[src/rtl/fifo_arb_pkg.sv]
// Shared types and helpers for the FIFO write-side arbiter.
package fifo_arb_pkg;

   typedef enum logic {
      ST_IDLE = 1'b0,
      ST_LOCK = 1'b1
   } arb_state_e;

   // Index width for n requesters; never below one bit.
   function automatic int unsigned id_width(input int unsigned n);
      return (n > 1) ? $clog2(n) : 1;
   endfunction

endpackage

[src/rtl/rr_pick.sv]
// Round-robin picker: first set request strictly after ptr, found via a doubled request vector.
module rr_pick
   import fifo_arb_pkg::*;
#(
   parameter int unsigned NUM_REQ = 4,
   parameter int unsigned IDW     = id_width(NUM_REQ)
) (
   input  logic [NUM_REQ-1:0] req,
   input  logic [IDW-1:0]     ptr,
   output logic [NUM_REQ-1:0] gnt,
   output logic [IDW-1:0]     idx
);

   logic [2*NUM_REQ-1:0] dbl;
   int                   pos;

   // Walk from the farthest offset down so the nearest match after ptr is the one kept.
   always_comb begin
      dbl = {req, req};
      gnt = '0;
      idx = '0;
      pos = 0;
      for (int k = int'(NUM_REQ); k >= 1; k--) begin
         pos = int'(ptr) + k;
         if (pos < 2 * int'(NUM_REQ) && dbl[pos]) begin
            gnt                       = '0;
            gnt[pos % int'(NUM_REQ)]  = 1'b1;
            idx                       = IDW'(pos % int'(NUM_REQ));
         end
      end
   end

endmodule

[src/rtl/fifo_wr_arbiter.sv]
// Round-robin, packet-locking arbiter sharing one FIFO write port among NUM_REQ requesters.
module fifo_wr_arbiter
   import fifo_arb_pkg::*;
#(
   parameter int unsigned NUM_REQ = 4,
   parameter int unsigned DSIZE   = 8,
   parameter int unsigned IDW     = id_width(NUM_REQ)
) (
   input  logic                     clk,
   input  logic                     rst_n,
   input  logic [NUM_REQ-1:0]       req_valid,
   input  logic [NUM_REQ-1:0]       req_last,
   input  logic [NUM_REQ*DSIZE-1:0] req_data,
   output logic [NUM_REQ-1:0]       req_ready,
   input  logic                     wfull,
   output logic                     winc,
   output logic [DSIZE-1:0]         wdata,
   output logic [IDW-1:0]           wid,
   output logic                     locked
);

   arb_state_e           state_q, state_d;
   logic [IDW-1:0]       ptr_q, ptr_d;
   logic [IDW-1:0]       lock_id_q, lock_id_d;
   logic                 out_valid_q, out_valid_d;
   logic [DSIZE-1:0]     wdata_q, wdata_d;
   logic [IDW-1:0]       wid_q, wid_d;

   logic [NUM_REQ-1:0]   lock_mask;
   logic [NUM_REQ-1:0]   cand;
   logic [NUM_REQ-1:0]   gnt;
   logic [IDW-1:0]       gnt_idx;
   logic                 load;
   logic                 accept;
   logic [DSIZE-1:0]     sel_data;
   logic                 sel_last;

   rr_pick #(
      .NUM_REQ (NUM_REQ),
      .IDW     (IDW)
   ) u_rr_pick (
      .req (cand),
      .ptr (ptr_q),
      .gnt (gnt),
      .idx (gnt_idx)
   );

   always_comb begin
      lock_mask            = '0;
      lock_mask[lock_id_q] = 1'b1;
      cand      = (state_q == ST_LOCK) ? (req_valid & lock_mask) : req_valid;
      winc      = out_valid_q & ~wfull;
      // Gated by rst_n so no handshake can be offered while reset is held.
      load      = rst_n & (~out_valid_q | winc);
      req_ready = load ? gnt : '0;
      accept    = |req_ready;
      locked    = (state_q == ST_LOCK);
      wdata     = wdata_q;
      wid       = wid_q;
   end

   always_comb begin
      sel_data = '0;
      sel_last = 1'b0;
      for (int i = 0; i < int'(NUM_REQ); i++) begin
         if (gnt[i]) begin
            sel_data = sel_data | req_data[i*DSIZE +: DSIZE];
            sel_last = sel_last | req_last[i];
         end
      end
   end

   always_comb begin
      state_d     = state_q;
      ptr_d       = ptr_q;
      lock_id_d   = lock_id_q;
      out_valid_d = out_valid_q;
      wdata_d     = wdata_q;
      wid_d       = wid_q;
      if (accept) begin
         out_valid_d = 1'b1;
         wdata_d     = sel_data;
         wid_d       = gnt_idx;
         ptr_d       = gnt_idx;
         lock_id_d   = gnt_idx;
         state_d     = sel_last ? ST_IDLE : ST_LOCK;
      end else if (winc) begin
         out_valid_d = 1'b0;
      end
   end

   always_ff @(posedge clk or negedge rst_n) begin
      if (!rst_n) begin
         state_q     <= ST_IDLE;
         ptr_q       <= IDW'(NUM_REQ - 1);
         lock_id_q   <= '0;
         out_valid_q <= 1'b0;
         wdata_q     <= '0;
         wid_q       <= '0;
      end else begin
         state_q     <= state_d;
         ptr_q       <= ptr_d;
         lock_id_q   <= lock_id_d;
         out_valid_q <= out_valid_d;
         wdata_q     <= wdata_d;
         wid_q       <= wid_d;
      end
   end

endmodule

[config.mk]
export PLATFORM = sky130hd
export DESIGN_NAME = fifo_wr_arbiter
export DESIGN_NICKNAME = d
export VERILOG_FILES = /design/src/rtl/fifo_arb_pkg.sv /design/src/rtl/rr_pick.sv /design/src/rtl/fifo_wr_arbiter.sv
export SDC_FILE = /design/constraint.sdc
export NUM_CORES = 1
export LEC_CHECK = 0
export ABC_AREA = 1
export CAP_MARGIN = 10
export CORE_ASPECT_RATIO = 1.5
export CORE_MARGIN = 2
export CORE_UTILIZATION = 39
export DETAILED_ROUTE_END_ITERATION = 16
export PLACE_DENSITY = 0.75
export SYNTH_ARGS = -nofsm -noshare
export SYNTH_HDL_FRONTEND = slang
export SYNTH_SLANG_ARGS = --single-unit
[constraint.sdc]
create_clock -name clk -period 2.4 [get_ports clk]
set_clock_uncertainty 0.1 [all_clocks]
set_input_delay 0.6 -clock clk [delete_from_list [all_inputs] [get_ports clk]]
set_output_delay 0.6 -clock clk [all_outputs]
set_load 0.01 [all_outputs]
## After elaboration in Yosys (flattened, before gate mapping)

Index checks and enable logic that the tools add are counted.

| operators by class | value |
|---|---|
| add/sub/neg operators | 4 |
| magnitude comparators | 18 |
| muxes and demuxes | 43 |
| bitwise operators | 16 |
| reduce and logical (&&, ||, !) cells | 15 |

Operators by type and width:

| operator | number |
|---|---|
| less-than comparator 32 x 5 -> 1 bit (second input constant) | 8 |
| 2-to-1 mux 8 bit | 4 |
| 2-to-1 mux 4 bit | 6 |
| bitwise OR 8 bit | 3 |
| 2-to-1 mux 1 bit | 20 |
| less-than comparator 3 x 4 -> 1 bit (second input constant) | 4 |
| binary-select mux 1 bit (select 3 bit) | 4 |
| >= comparator 3 x 1 -> 1 bit (second input constant) | 4 |
| demux 1 bit (select 2 bit) | 5 |
| logical AND 1 bit | 9 |
| 2-to-1 mux 2 bit | 4 |
| OR reduction 2 bit | 4 |
| adder 2 x 2 -> 3 bit (second input constant) | 2 |
| adder 2 x 3 -> 4 bit (second input constant) | 1 |
| bitwise AND 1 bit (first input constant) | 4 |
| bitwise AND 4 bit | 1 |
| bitwise OR 1 bit | 4 |
| OR reduction 4 bit | 1 |
| adder 2 x 1 -> 3 bit (second input constant) | 1 |
| less-than comparator 2 x 3 -> 1 bit (second input constant) | 1 |
| bitwise AND 1 bit | 2 |
| >= comparator 2 x 1 -> 1 bit (second input constant) | 1 |
| inverter 1 bit | 2 |
| nonzero test 2 bit | 1 |

| storage, ports and cells | value |
|---|---|
| bits in registers | 14 |
| input port bits | 43 |
| output and inout bits | 16 |
| word-level logic and storage cells | 101 |

## Depth between registers and ports, before layout

Gate-level depths: netlist (run 1).

| logic depth | value |
|---|---|
| word-level depth | 22 |
| mapped depth | 18 |
| gate-level depth less buffers | 17 |

## Hierarchy

Synthesis (run 1) repeated with hierarchy kept, for this count alone.

| unflattened totals | value |
|---|---|
| cells, all modules | 218 |
| area, all modules | 1313.8 um2 |

By module, submodules not included:

| module | times used | cells each | area an instance (um2) | sequential area each (um2) |
|---|---|---|---|---|
| fifo_wr_arbiter | 1 | 133 | 887.1 | 352.8 |
| rr_pick | 1 | 85 | 426.7 | 0.0 |

## Least setup slack after synthesis (run 1)

OpenSTA, ideal clock, no wires.

| timing path | value |
|---|---|
| path kind | reg2out |
| start | register ptr_q[0] |
| end | output req_ready[2] |
| arrival time | 1.920 ns |
| required time | 1.700 ns |
| setup slack | -0.220 ns |
| cell stages (with the launch flop) | 13 |
| path buffers | 1 |
| cells stage by stage | dfstp_2 -> buf_6 -> inv_4 -> ha_1 -> inv_1 -> nand3_2 -> nand2_2 -> nand3_1 -> nand2_1 -> nand2_1 -> nand2_4 -> nand2_1 -> inv_1 |

| between the ends | value |
|---|---|
| word-level cells in the longest chain between the ends | 12 |
| elaborated cells on any way between the ends | 57 |
| classes of those cells | add/sub (4); order compare (12); mux (25); bitwise (4); reduce/logical (12) |

RTL lines:

| what | line | text |
|---|---|---|
| start, declared | fifo_wr_arbiter.sv:23 | `logic [IDW-1:0] ptr_q, ptr_d;` |
| start signal, assigned | fifo_wr_arbiter.sv:95 | `ptr_q <= IDW'(NUM_REQ - 1);` |
| start signal, assigned | fifo_wr_arbiter.sv:102 | `ptr_q <= ptr_d;` |
| adder 2 x 3 -> 4 bit | rr_pick.sv:24 | `pos = int'(ptr) + k;` |
| OR reduction 2 bit (no source line) | - |  |
| bitwise AND 1 bit (no source line) | - |  |
| less-than comparator 3 x 4 -> 1 bit (not written as such) / >= comparator 3 x 1 -> 1 bit (equally long branches) | rr_pick.sv:27 | `gnt[pos % int'(NUM_REQ)] = 1'b1;` |
| logical AND 1 bit (not written as such) | rr_pick.sv:27 |  |
| 2-to-1 mux 1 bit (not written as such) | rr_pick.sv:27 |  |
| demux 1 bit (select 2 bit) | - |  |
| 2-to-1 mux 4 bit (3 in series) | rr_pick.sv:25 | `if (pos < 2 * int'(NUM_REQ) && dbl[pos]) begin` |
| 2-to-1 mux 4 bit * | rr_pick.sv:25 |  |
| 2-to-1 mux 4 bit * | fifo_wr_arbiter.sv:55 | `req_ready = load ? gnt : '0;` |
| end, declared | fifo_wr_arbiter.sv:14 | `output logic [NUM_REQ-1:0] req_ready,` |

Every way passes the cells marked *; elsewhere a longest branch is shown, timed or not. The select of a mux whose other input is x is not followed.

## Worst setup path after layout (run 1)

| timing path | value |
|---|---|
| start | register ptr_q[0] |
| end | output req_ready[1] |

Same word-level chain as after synthesis.

==> results of run 1 <==
## sequential cells by signal (all words and copies together), names as in the netlist
| signal | count |
|---|---|
| lock_id_q | 2 |
| out_valid_q | 1 |
| ptr_q | 2 |
| wdata | 8 |
| locked | 1 |
## synthesized netlist by cell type, types with 2 or more instances
cell | n | area [µm²]
sky130_fd_sc_hd__nor2_4 | 2 | 22.5
sky130_fd_sc_hd__nor2_1 | 4 | 15.0
sky130_fd_sc_hd__nand3_1 | 30 | 150
sky130_fd_sc_hd__buf_6 | 4 | 45.0
sky130_fd_sc_hd__nand2_2 | 8 | 50.1
sky130_fd_sc_hd__nand2_4 | 2 | 22.5
sky130_fd_sc_hd__nand3_2 | 11 | 110
sky130_fd_sc_hd__dfstp_2 | 2 | 52.6
sky130_fd_sc_hd__ha_1 | 8 | 100
sky130_fd_sc_hd__o21ai_0 | 3 | 15.0
sky130_fd_sc_hd__nand2_1 | 118 | 443
sky130_fd_sc_hd__dfrtp_1 | 12 | 300
sky130_fd_sc_hd__o21ai_1 | 3 | 15.0
sky130_fd_sc_hd__or2_1 | 2 | 12.5
sky130_fd_sc_hd__inv_1 | 34 | 128
## through the flow
step / setup TNS, ns / util [%] / area, µm² / std cells / hold WS, ns
global route: -3.86 / 70.2 / 2760 / 395 / 0.415
global placement: -6.42 / 62.2 / 2440 / 381 / 0.369
CTS: -1.57 / 68.9 / 2700 / 394 / 0.386
detailed placement: -6.86 / 62.2 / 2440 / 381 / 0.367
floorplan: -0.0455 / - / 1610 / 254 / 0.204
finish: -1.65 / 70.2 / 2760 / 395 / 0.378
## cell type report
cell class,instances,area (µm²)
fillers,330,1170
inverters,37,146
clock buffers,4,45.0
repair buffers,97,947
multi-input cells,198,1210
flip-flops and latches,14,353
well taps,45,56.3
## worst min-delay path, stage by stage, from the launching register on
cell	delay [ns]
sky130_fd_sc_hd__dfrtp_1	0.34
sky130_fd_sc_hd__nand2_1	0.05
sky130_fd_sc_hd__nand2_1	0.05
## per-layer routing
metal,track usage [%],vias to the layer above
li1,-,977
met1,22.0,840
met2,45.5,62
met3,4.09,17
met4,11.7,0
met5,0,-
## final timing paths
check / start / endpoint / slack [ns] / cells past startpoint
setup / recovery: ptr_q[0] / req_ready[1] / -0.26 / 11
hold / removal: wdata[0] / wdata[0] / 0.38 / 2
setup reg to reg: ptr_q[0] / locked / -0.08 / 17
hold reg to reg: wdata[0] / wdata[0] / 0.38 / 2
max in group asynchronous: rst_n / ptr_q[1] / 1.36 / 2
min in group asynchronous: rst_n / lock_id_q[1] / 0.61 / 2
## logic make-up after synthesis
group | share of synthesized area, %
simple gates | 55.4
flops | 22.4
buf+inv | 12.1
fa+ha+maj | 6.34
compound gates | 3.73
## timing repair
item                                    in CTS  in global routing
resized for setup                           54                 14
pin swaps                                   23                  6
setup buffers                                9                  2
endpoints found under the hold margin        0                  0
endpoints found under the setup margin      18                 19
cloned                                       1                  0
==> summary by stage, run 1 <==
Yosys
The sequential area share after synthesis is between 20% and 30%. Of all flip-flops after synthesis, the portion carrying an async set or reset was 100%. Counting flops with a built-in enable in the synthesized netlist gives 0.

The synthesized instance count is 254. After synthesis the netlist holds a flip-flop and latch count of 14. The commonest register cell after synthesis is sky130_fd_sc_hd__dfrtp_1. The number of distinct library cell variants in the gate-level netlist after synthesis is 26. The net count of the mapped netlist is approximately 310. The average footprint of a synthesized cell is roughly 6.2 µm². For this run, the number of Yosys warnings is 0. The combined area of all synthesized cells is 1580 µm².

Critical path
The type of the setup path with the least slack is reg2out. STA puts the critical path data required time at 1.70 ns. STA classifies the critical path startpoint as a register.

Counting both buffers and inverters, the worst setup path holds a total of 4. Of all nets on the critical path, the largest fanout is 5. The slowest cell on the critical path is sky130_fd_sc_hd__dfstp_2.

The element type at the critical path end is an output pin. For the worst setup path, the data arrival time is just under 2 ns. In this design, the critical path's most frequently occurring cell is sky130_fd_sc_hd__nand2_2.

The critical path goes through inv_6 -> ha_4 -> inv_4 -> nand2_1 -> nand2_2 -> nor2_4 -> nand2_2 -> nand3b_4 -> nand3_4 -> inv_2 -> buf_6. In this design, the stage delay of the slowest critical-path cell is about 0.57 ns. Broken down by cell family, the worst path's largest delay share belongs to flip-flops.

Routing
The residual DRC count is 0. The number of vias per cell after detailed routing is 4.80. Wire segments on met3 add up to 186 µm in the final route. The first detailed-routing pass ran for 4 iterations. The final antenna-violating net count is 0. The detailed router finished its first iteration with just under 60 violations.

In this run the top signal layer used is met4. In the final routed layout, each cell accounts on average for 12.7 µm. Wires add up to 5.02 mm.

Summing over every cut layer, the via total after detailed routing is ~1900. The routed length on met1 is approximately 1.8 mm. The met2 wire length is 2.87 mm.

Floorplanning
The floorplan die height is 81.9 µm. Pin placement for this block handled 59 I/O pins. The area of the die is 4580 µm².

The number of core rows is 28. The area of the core region is 3920 µm². For this configuration, the core starts out at a cell density of 40.2%. The floorplan step set the die width to 55.9 µm.

Clocking
The clock transition time at the flip-flop clock pins of the worst setup and hold paths is approximately 0.05 ns. CTS placed an instance of sky130_fd_sc_hd__clkbuf_8 at the clock tree root. The clock tree buffer depth is 2.

The number of buffers created by CTS is 3. The number of H-tree levels is 1. The later pin in the worst-skew pair is clocked with a latency of 0.24 ns. CTS saw 14 sinks.

For this design, the CTS-stage hold fixing added 0 buffers. The CTS tree is built.

Cells and area
The net count of the finished layout is 402. Leaving out fill and tap cells, the most frequent cells in the layout are sky130_fd_sc_hd__nand2_1 (100), sky130_fd_sc_hd__clkdlybuf4s50_1 (49), sky130_fd_sc_hd__buf_4 (29). The count of inserted antenna diode cells is 0. Compared with the post-synthesis result, the final layout area differs by 74.6%. The library cell used most frequently in the layout, excluding fill and tap cells, is sky130_fd_sc_hd__nand2_1. The ratio of cells with drive above 1 in the final layout is approximately a third.

Timing
The minimum clock period after layout is between 2 and 3 ns. Across all setup checks in the final design, the least slack found is -0.262 ns. Setup repair after global routing could not meet its margin everywhere. The number of failing setup endpoints in the final timing report is 18. At the pin with the least slew margin, the transition time is 0.340 ns. The number of hold violations in the final report came to 0.

Based on the critical path, the design can be clocked at up to 0.376 GHz. The worst slew margin relative to its limit is 77.3%. The final worst-path cycle share is 111%.

The max-slew violation count is 0.

Job
The number of maximum-capacitance constraint violations is 0.

Global route
Entering global routing, the biggest net connects 15 pins. The overall routing resource usage is a little under a quarter. The first global-routing pass estimated 8.25 mm of wire.

For this run the aggregate overflow at the end of global routing stands at 0. The initial antenna violation count is 0. The number of global-route vias before repair is 1993.

Min path
The classification of the worst-slack hold path is reg2reg.

Status
The checks that failed: setup timing. The run finished, with violations left.

Placement
The count of buffers added on input and output ports is 58. The detailed-placement wirelength estimate is 3.70 mm. The worst setup timing slack at the placement stage is -0.744 ns. The final RePlAce weighted congestion is 0.944.
Power of run 1 is left out: the tool's default activity adds up to more than one toggle a clock period on the data nets, which glitch-free logic cannot reach.
==> run 2: changes to the inputs <==
CTS_CLUSTER_DIAMETER = 30   (was not set)
==> results of run 2 <==
The final DEF is identical to that of run 1; final timing and power are the same.
Power of run 2 is left out for the same reason.
